[config.mk]
export PLATFORM = sky130hd
export DESIGN_NAME = sample_dumper
export DESIGN_NICKNAME = d
export VERILOG_FILES = /design/src/rtl/sample_dumper_pkg.sv /design/src/rtl/uart_tx_byte.sv /design/src/rtl/sample_dumper.sv
export SDC_FILE = /design/constraint.sdc
export NUM_CORES = 1
export LEC_CHECK = 0
export ABC_AREA = 1
export BUFFER_PORTS_ARGS = -buffer_cell sky130_fd_sc_hd__buf_2
export CAP_MARGIN = 10
export CELL_PAD_IN_SITES_DETAIL_PLACEMENT = 0
export CELL_PAD_IN_SITES_GLOBAL_PLACEMENT = 1
export CORE_MARGIN = 2
export CORE_UTILIZATION = 40
export CTS_CLUSTER_DIAMETER = 150
export DETAILED_ROUTE_END_ITERATION = 8
export PLACE_DENSITY = 0.8
export SLEW_MARGIN = 40
export SYNTH_ARGS = -nofsm -noshare
export SYNTH_HDL_FRONTEND = slang
export SYNTH_SLANG_ARGS = --single-unit
[constraint.sdc]
create_clock -name i_clock -period 4.3 [get_ports i_clock]
set_clock_uncertainty 0.2 [all_clocks]
set_input_delay 0.215 -clock i_clock [delete_from_list [all_inputs] [get_ports i_clock]]
set_output_delay 0.215 -clock i_clock [all_outputs]
set_load 0.01 [all_outputs]
[src/rtl/sample_dumper_pkg.sv]
`default_nettype none
// ============================================================================
//  Module      : sample_dumper_pkg
//  Description : Values shared by the sampler, the sample dumper and the UART
//                receiver: capture buffer depth, sample width and the default
//                UART bit period.
//  Revision    : 1.0 - initial release
// ============================================================================
package sample_dumper_pkg;

  // Depth of the sampler capture buffer; a complete dump walks this many words.
  localparam int SAMPLER_DEPTH = 2048;

  // Width of one captured sample word.
  localparam int SAMPLE_WIDTH = 8;

  // System clock cycles per UART bit (100 MHz / 115200 baud).
  localparam int UART_CLKS_PER_BIT = 868;

endpackage : sample_dumper_pkg
`default_nettype wire

[src/rtl/uart_tx_byte.sv]
`default_nettype none
// ============================================================================
//  Module      : uart_tx_byte
//  Description : UART transmitter for one frame: start bit (0), DATA_SIZE data
//                bits LSB first, stop bit (1). Each bit lasts CLKS_PER_BIT
//                clocks.
//  Ports       : i_clock  - system clock
//                i_reset  - asynchronous active-high reset
//                i_start  - begin a frame with i_data (accepted when not busy)
//                i_data   - word to send
//                o_tx     - registered serial line, idle high
//                o_busy   - frame in progress
//                o_done   - high during the final stop-bit clock
//  Revision    : 1.0 - initial release
// ============================================================================
module uart_tx_byte
  import sample_dumper_pkg::*;
#(
  parameter int DATA_SIZE    = SAMPLE_WIDTH,
  parameter int CLKS_PER_BIT = UART_CLKS_PER_BIT
) (
  input  logic                 i_clock,
  input  logic                 i_reset,
  input  logic                 i_start,
  input  logic [DATA_SIZE-1:0] i_data,
  output logic                 o_tx,
  output logic                 o_busy,
  output logic                 o_done
);

  localparam int BAUD_W = $clog2(CLKS_PER_BIT);
  localparam int BIT_W  = $clog2(DATA_SIZE + 2);

  localparam logic [BAUD_W-1:0] c_baud_last = BAUD_W'(CLKS_PER_BIT - 1);
  // Frame slot numbering: 0 = start, 1..DATA_SIZE = data, DATA_SIZE+1 = stop.
  localparam logic [BIT_W-1:0]  c_last_data = BIT_W'(DATA_SIZE);
  localparam logic [BIT_W-1:0]  c_stop      = BIT_W'(DATA_SIZE + 1);

  logic                 busy_q;
  logic                 tx_q;
  logic [BAUD_W-1:0]    baud_q;
  logic [BIT_W-1:0]     bit_q;
  logic [DATA_SIZE-1:0] shift_q;

  always_ff @(posedge i_clock or posedge i_reset) begin
    if (i_reset) begin
      busy_q  <= 1'b0;
      tx_q    <= 1'b1;
      baud_q  <= '0;
      bit_q   <= '0;
      shift_q <= '0;
    end else if (!busy_q) begin
      if (i_start) begin
        busy_q  <= 1'b1;
        tx_q    <= 1'b0;
        shift_q <= i_data;
        baud_q  <= '0;
        bit_q   <= '0;
      end
    end else if (baud_q != c_baud_last) begin
      baud_q <= baud_q + 1'b1;
    end else begin
      baud_q <= '0;
      if (bit_q == c_stop) begin
        busy_q <= 1'b0;
        tx_q   <= 1'b1;
      end else begin
        bit_q <= bit_q + 1'b1;
        // Leaving the start bit or a data bit: shift the next data bit out;
        // leaving the last data bit: drive the stop level.
        if (bit_q < c_last_data) begin
          tx_q    <= shift_q[0];
          shift_q <= shift_q >> 1;
        end else begin
          tx_q <= 1'b1;
        end
      end
    end
  end

  assign o_tx   = tx_q;
  assign o_busy = busy_q;
  assign o_done = busy_q && (bit_q == c_stop) && (baud_q == c_baud_last);

endmodule : uart_tx_byte
`default_nettype wire

[src/rtl/sample_dumper.sv]
`default_nettype none
// ============================================================================
//  Module      : sample_dumper
//  Description : Walks the frozen sampler buffer using the next/valid/idle
//                handshake and sends each word as one UART frame.
//  Ports       : i_clock, i_reset (async, active high)
//                i_start  - dump request level, sampled only when idle
//                i_data   - sampler word; i_valid - word present
//                i_idle   - sampler released / no readout in progress
//                o_next   - one-cycle advance pulse to the sampler
//                o_tx     - UART line, idle high
//                o_busy   - dump in progress; o_done - one-cycle end pulse
//                o_count  - words sent in the current/last dump
//  Revision    : 1.0 - initial release
// ============================================================================
module sample_dumper
  import sample_dumper_pkg::*;
#(
  parameter int DATA_SIZE    = SAMPLE_WIDTH,
  parameter int NUM_SAMPLES  = SAMPLER_DEPTH,
  parameter int CLKS_PER_BIT = UART_CLKS_PER_BIT,
  localparam int CNT_W       = $clog2(NUM_SAMPLES + 1)
) (
  input  logic                 i_clock,
  input  logic                 i_reset,
  input  logic                 i_start,
  input  logic [DATA_SIZE-1:0] i_data,
  input  logic                 i_valid,
  input  logic                 i_idle,
  output logic                 o_next,
  output logic                 o_tx,
  output logic                 o_busy,
  output logic                 o_done,
  output logic [CNT_W-1:0]     o_count
);

  localparam logic [2:0] c_idle       = 3'd0;
  localparam logic [2:0] c_wait_valid = 3'd1;
  localparam logic [2:0] c_tx         = 3'd2;
  localparam logic [2:0] c_ack        = 3'd3;
  localparam logic [2:0] c_wait_drop  = 3'd4;
  localparam logic [2:0] c_done       = 3'd5;

  localparam logic [CNT_W-1:0] c_full = CNT_W'(NUM_SAMPLES);

  logic [2:0]       state_q, state_d;
  logic [CNT_W-1:0] count_q, count_d;
  logic             next_q, next_d;
  logic             done_q, done_d;
  logic             busy_q, busy_d;

  logic w_tx_start;
  logic w_tx_busy;
  logic w_tx_done;

  // The transmitter latches i_data on the same edge that accepts i_valid, so
  // a final word that is valid for a single cycle is still captured.
  uart_tx_byte #(
    .DATA_SIZE    (DATA_SIZE),
    .CLKS_PER_BIT (CLKS_PER_BIT)
  ) u_uart_tx (
    .i_clock (i_clock),
    .i_reset (i_reset),
    .i_start (w_tx_start),
    .i_data  (i_data),
    .o_tx    (o_tx),
    .o_busy  (w_tx_busy),
    .o_done  (w_tx_done)
  );

  // State register.
  always_ff @(posedge i_clock or posedge i_reset) begin
    if (i_reset) begin
      state_q <= c_idle;
      count_q <= '0;
      next_q  <= 1'b0;
      done_q  <= 1'b0;
      busy_q  <= 1'b0;
    end else begin
      state_q <= state_d;
      count_q <= count_d;
      next_q  <= next_d;
      done_q  <= done_d;
      busy_q  <= busy_d;
    end
  end

  // Next-state logic.
  always_comb begin
    state_d    = state_q;
    count_d    = count_q;
    w_tx_start = 1'b0;
    case (state_q)
      c_idle: begin
        if (i_start) begin
          state_d = c_wait_valid;
          count_d = '0;
        end
      end
      c_wait_valid: begin
        if (i_valid && !w_tx_busy) begin
          w_tx_start = 1'b1;
          state_d    = c_tx;
        end else if (!i_valid && i_idle && (count_q != '0)) begin
          // Before the first word the sampler may still be capturing with
          // o_idle high, so idle only ends a dump once something was sent.
          state_d = c_done;
        end
      end
      c_tx: begin
        if (w_tx_done) begin
          count_d = (count_q == c_full) ? count_q : count_q + 1'b1;
          state_d = (count_d == c_full) ? c_done : c_ack;
        end
      end
      c_ack: begin
        state_d = c_wait_drop;
      end
      c_wait_drop: begin
        if (i_idle) begin
          state_d = c_done;
        end else if (!i_valid) begin
          state_d = c_wait_valid;
        end
      end
      c_done: begin
        state_d = c_idle;
      end
      default: begin
        state_d = c_idle;
      end
    endcase
  end

  // Output logic, decoded from the next state so the outputs are registered
  // and line up with the state they belong to.
  always_comb begin
    next_d = (state_d == c_ack);
    done_d = (state_d == c_done);
    busy_d = (state_d != c_idle) && (state_d != c_done);
  end

  assign o_next  = next_q;
  assign o_done  = done_q;
  assign o_busy  = busy_q;
  assign o_count = count_q;

endmodule : sample_dumper
`default_nettype wire
## After elaboration in Yosys (flattened, before gate mapping)

Cells that the tools add are included.

- Flip-flop bits (word level): 42
- Bits of input ports: 13

- Add/sub/neg operators: 3
- $lt $le $gt $ge: 1
- Equality and inequality tests: 17
- Muxes and demuxes: 35
- Reduce and logical (&&, ||, !) cells: 17

Operator list:

| cell | count |
|---|---|
| 8-bit 2-to-1 mux | 5 |
| 12-bit 2-to-1 mux | 3 |
| 10-bit 2-to-1 mux | 3 |
| 12-bit equality test, second input constant | 2 |
| 12-bit case mux with 2 select lines | 1 |
| 3-bit 2-to-1 mux | 7 |
| 4-bit 2-to-1 mux | 4 |
| 3-bit case mux with 5 select lines | 1 |
| 12-bit by 1-bit adder with 12-bit output, second input constant | 1 |
| 12-bit nonzero test | 1 |
| 1-bit 2-to-1 mux | 11 |
| 10-bit by 1-bit adder with 10-bit output, second input constant | 1 |
| 10-bit equality test, second input constant | 1 |
| 10-bit inequality test, second input constant | 1 |
| 3-bit by 2-bit equality test with 1-bit output, second input constant | 3 |
| 2-bit inequality test, second input constant | 4 |
| 3-bit equality test, second input constant | 2 |
| 1-bit logical AND | 6 |
| 3-bit AND reduction | 2 |
| 4-bit by 1-bit adder with 4-bit output, second input constant | 1 |
| 4-bit equality test, second input constant | 1 |
| 4-bit < comparator, second input constant | 1 |
| 4-bit AND reduction | 1 |
| 2-bit nonzero test | 2 |
| 7 further kinds | 8 |

## Depth between registers and ports, before layout

- Depth after elaboration: 8
- Gate-level depth with buffers: 14
- Gate-level depth less buffers: 14

## By module

From an unflattened synthesis, not the netlist that was laid out.

- Cell total of the unflattened synthesis: 339
- Area, all modules: 2,537.4 sq um

Modules (own cells, without submodules):

| module | instances | cells an instance | area an instance (sq um) | seq. area each (sq um) |
|---|---|---|---|---|
| uart_tx_byte | 1 | 176 | 1,382.6 | 601.8 |
| sample_dumper | 1 | 163 | 1,154.9 | 450.4 |

## Worst setup path before layout

No wires, ideal clock.

- Kind: register -> register
- From: register count_q[0], in the netlist o_count[0]
- To: register busy_q, in the netlist o_busy
- Library setup time: 116 ps
- Arrival: 1,645 ps
- Path slack: 2,338 ps
- Cell stages (with the launch flop): 12
- Path buffers: 0
- Period minus slack after synthesis: 1,962 ps
- Cell sequence: dfrtp_1 > ha_1 > nand3_2 > nor2_4 > xor2_2 > nand3_2 > nor2_4 > nand4_2 > nand2_2 > nand2_2 > nand2_1 > nand2_1

- Word-level cells in the longest chain between the ends: 8
- Elaborated cells between the ends (all ways): 14

Ends and longest elaborated chain:

| element | RTL line | RTL |
|---|---|---|
| from (decl) | sample_dumper.sv:47 | `logic [CNT_W-1:0] count_q, count_d;` |
| from (signal assigned) | sample_dumper.sv:81 | `count_q <= count_d;` |
| 12-bit by 1-bit adder with 12-bit output / 12-bit equality test (equally long branches) | sample_dumper.sv:112 | `count_d = (count_q == c_full) ? count_q : count_q + 1'b1;` |
| 12-bit 2-to-1 mux | sample_dumper.sv:112 |  |
| 12-bit equality test | sample_dumper.sv:113 | `state_d = (count_d == c_full) ? c_done : c_ack;` |
| 3-bit 2-to-1 mux | sample_dumper.sv:113 |  |
| 3-bit 2-to-1 mux | sample_dumper.sv:111 | `if (w_tx_done) begin` |
| 3-bit case mux with 5 select lines * | sample_dumper.sv:93 | `case (state_q)` |
| via state_d[2] | sample_dumper.sv:46 | `logic [2:0] state_q, state_d;` |
| 3-bit inequality test / 3-bit nonzero test (equally long branches) | sample_dumper.sv:140 | `busy_d = (state_d != c_idle) && (state_d != c_done);` |
| 1-bit logical AND * | sample_dumper.sv:140 |  |
| via busy_d | sample_dumper.sv:50 | `logic busy_q, busy_d;` |
| to (signal assigned) | sample_dumper.sv:84 | `busy_q <= busy_d;` |
| to (decl) | sample_dumper.sv:50 |  |

Mark *: on every way through the listed nets, which the timed path passes. The rest lies on a longest branch.
A chain may end at the register's enable or synchronous reset.

## Final worst setup path

- From: register u_uart_tx.baud_q[0]
- To: register busy_q, in the netlist o_busy

- Word-level cells in the longest chain between the ends: 6
- Elaborated cells between the ends (all ways): 7

Ends and longest elaborated chain:

| element | RTL line | RTL |
|---|---|---|
| from (decl) | uart_tx_byte.sv:41 | `logic [BAUD_W-1:0] baud_q;` |
| from (signal assigned) | uart_tx_byte.sv:61 | `baud_q <= baud_q + 1'b1;` |
| 10-bit equality test * | uart_tx_byte.sv:83 | `assign o_done = busy_q && (bit_q == c_stop) && (baud_q == c_baud_last);` |
| 1-bit logical AND * | uart_tx_byte.sv:83 |  |
| 3-bit 2-to-1 mux * | sample_dumper.sv:111 |  |
| 3-bit case mux with 5 select lines * | sample_dumper.sv:93 |  |
| via state_d[0] | sample_dumper.sv:46 |  |
| 3-bit inequality test / 3-bit nonzero test (equally long branches) | sample_dumper.sv:140 |  |
| 1-bit logical AND * | sample_dumper.sv:140 |  |
| via busy_d | sample_dumper.sv:50 |  |

Marked as above.

==> results.py <==
metrics = {
    "critical_path": {
        "path_cells": "ha_1 -> nand3_1 -> nor2_1 -> inv_2 -> nor2_2 -> nand3_2 -> nand2_1 -> nor2_1 -> inv_2 -> nand2_2 -> nand2_1 -> nand2_1",
        "cp.arrival_ps": 2390,
        "critPathTopFamily": "simple AND/OR/NAND/NOR gates",
        "critPathSlowestCell": "nand2_1",
        "startpoint_type": "flip-flop",
        "crit_path_max_incr_delay_ps": 440,
        "critical_path_required_ps": 4290,
        "cp_max_fo": 13,
        "path_buf_inv": 2,
        "critPathKind": "reg -> reg",
        "crit_path_end_kind": "flip-flop",
        "path_common_cell": "nand2_1",
    },
    "final_layout": {
        "synthToLayoutAreaGrowth_pct": 16.0,
        "diodes": 0,
        "nNetsFinal": 355,
        "drive_gt1_share_pct": 18.6,
        "fillCellCount": 579,
        "fin_area_um2": 2770,
        "fin_util_pct": 47.4,
    },
    "route": {
        "routedWlPerCell_um": 12.5,
        "totalWireLength_um": 5160,
        "viasPerCell": 4.98,
        "num_vias": 2055,
        "ant_nets": 0,
        "drt_first_pass_iters": 4,
        "drtIter0Drc": 97,
        "drcViolationCount": 0,
    },
    "min_path": {
        "hold_class": "in -> reg",
    },
    "placement": {
        "port_buffers": 28,
        "hpwl_um": 3830,
        "place_area_um2": 2610,
        "gp_congestion": 0.833,
    },
    "clock_tree": {
        "h-tree-depth": 2,
        "cts.clk_slew.worst_paths_ps": 80,
        "cts_max_path_buffers": 2,
        "cts_tree": "yes",
        "cts_buffers": 5,
        "clock_latency_ps": 290,
        "cts_sinks": 42,
        "clockRootBuffer": "clkbuf_8",
    },
    "pwr": {
        "seqPwrFrac_pct": 52.6,
        "ir_worst_vdd_uv": 136,
        "p_sw_w": 0.000174,
        "clkPwrFrac_pct": 39.3,
        "p_leak_nw": 1.36,
        "p_int_w": 0.000597,
        "switching_share_pct": 22.5,
        "fin_total_pwr_w": 0.000771,
        "p_comb_share_pct": 8.2,
        "power_density_nw_per_um2": 278,
    },
    "synthesis": {
        "async_reset_ff_share_pct": 100,
        "syn-num-nets": 319,
        "syn_inst": 301,
        "synth_seq_cells": 42,
        "ys.flop_type": "dfrtp_1",
        "ys_types": 34,
        "syn_avg_cell_area_um2": 7.94,
        "ys_seq_area_share_pct": 44.1,
        "ys_warn_count": 0,
        "synth_edf_count": 0,
        "syn-cell-area_um2": 2390,
    },
    "die": {
        "die_y_um": 81.3,
        "die-area_um2": 6610,
        "core_area_um2": 5850,
        "die_w_um": 81.3,
        "initial_core_util_pct": 40.8,
        "io_pins": 29,
        "rows": 28,
    },
    "outcome": {
        "status": "complete, no violations",
    },
    "timing": {
        "tightestPinTransition_ps": 575,
        "period_share_pct": 55.9,
        "fin_crit_ps": 2410,
        "finalSetupViolCount": 0,
        "finalHoldViolCount": 0,
        "timing.setup.tns_ps": 0,
        "clock.fmax_ghz": 0.416,
        "rsz0062_at_grt": "false",
        "whs_ps": 18.6,
        "slew_violations": 0,
        "slew_headroom_pct": 61.6,
    },
    "global_routing": {
        "grt_pass1_wl_um": 8810,
        "first_global_vias": 1924,
        "grt-ovfl-total": 0,
        "antenna_found_initial": 0,
        "track_usage_pct": 17.6,
        "grt_max_degree": 43,
    },
    "flow_run": {
        "cap_violations": 0,
    },
}
## power by group through the flow
stage | registers, W | logic (W) | clock network, W
finish | 0.000405 | 0.0000631 | 0.000303
global route | 0.000406 | 0.0000719 | 0.000331
CTS | 0.000405 | 0.0000643 | 0.000315
detailed placement | 0.000413 | 0.0000602 | 0
global placement | 0.000413 | 0.0000593 | 0
floorplan | 0.000414 | 0.0000377 | 0
## worst paths after layout
path / from / endpoint / slack, ps / cells past startpoint
worst min register to register: u_uart_tx.shift_q[5] / u_uart_tx.shift_q[5] / 290 / 2
min in group asynchronous: i_reset / u_uart_tx.shift_q[0] / 410 / 4
worst min-delay path: i_data[5] / u_uart_tx.shift_q[5] / 20 / 3
max in group asynchronous: i_reset / u_uart_tx.o_tx / 3130 / 4
worst max register to register: u_uart_tx.baud_q[0] / o_busy / 1890 / 12
worst max-delay path: u_uart_tx.baud_q[0] / o_busy / 1890 / 12
## registers in the layout (all words and copies together), names as in the netlist
signal,count
o_count,12
u_uart_tx.baud_q,10
u_uart_tx.shift_q,8
u_uart_tx.bit_q,4
state_q,3
o_busy,1
o_done,1
o_next,1
u_uart_tx.o_busy,1
u_uart_tx.o_tx,1
## per-layer routing
metal / GRT usage (%) / up-vias / part of all wire (%)
met1: 22.3 / 949 / 47
met3: 3.56 / 4 / 2.7
met2: 29.6 / 38 / 50
met4: 6.44 / 0 / 0.70
met5: 0 / - / 0
li1: - / 1064 / -
## kinds of logic after synthesis
logic type	after synthesis	synth area share, %
AND/OR/NAND/NOR	143	28.7
buffers and inverters	53	8.43
AO/OA/AOI/OAI	51	13.4
flip-flops	42	44.1
XOR/XNOR	7	2.88
adder cells (fa/ha/maj)	5	2.62
## placed cells by master, fill, tap and decap left out, types with 3 or more instances in the layout
cell type	n
dfrtp_1	41
nor2_1	32
o32ai_1	3
inv_2	4
a21oi_1	4
nand2_2	4
nand3_1	27
o21ai_2	3
nand3_2	5
buf_2	28
o22ai_1	12
dlygate4sd3_1	6
inv_1	42
clkbuf_8	5
nor2_2	5
nand4_1	6
o21ai_0	18
nand2_1	53
ha_1	5
nor3_1	5
o211ai_1	3
xor2_1	6
## synthesized netlist by cell type (5+ instances only)
library cell / number / area share [%]
nand3_1: 27 / 5.7
nor3_1: 5 / 1.0
ha_1: 5 / 2.6
nand4_1: 6 / 1.6
nand3_2: 5 / 2.1
o22ai_1: 12 / 3.1
o21ai_0: 18 / 3.8
inv_1: 42 / 6.6
nor2_1: 32 / 5.0
dfrtp_1: 41 / 43
nand2_1: 53 / 8.3
nor2_2: 5 / 1.3
xor2_1: 6 / 2.2
## stage by stage
stage	setup WS (ps)	cells
2_1_floorplan	2340	301
3_3_place_gp	2010	399
3_5_place_dp	1900	399
4_1_cts	1890	413
5_1_grt	1610	413
6_report	1890	413
## worst register-to-register path, stage by stage (launching register included)
cell     delay, ps
dfrtp_1        380
ha_1           210
nand3_1        120
nor2_1         190
inv_2           60
nor2_2         110
nand3_2        230
nand2_1        440
nor2_1         120
inv_2          100
nand2_2         60
nand2_1         50
nand2_1         40
## repair_timing
action                                 in CTS  in global routing
endpoints found under the hold margin      46                  0
buffers inserted                            0                  0
hold buffers                                6                  0
gates resized for setup                     0                  0
## cell type report
cell class              count  area [µm²]  share of cell area [%]
clock buffers               7        76.3                    2.75
flip-flops and latches     42        1050                    38.0
repair buffers             35         208                    7.49
well taps                  75        93.8                    3.39
clock inverters             1        30.0                    1.08
multi-input cells         206        1130                    40.9
inverters                  47         176                    6.37
No activity file was read; power rests on OpenSTA's default activity.
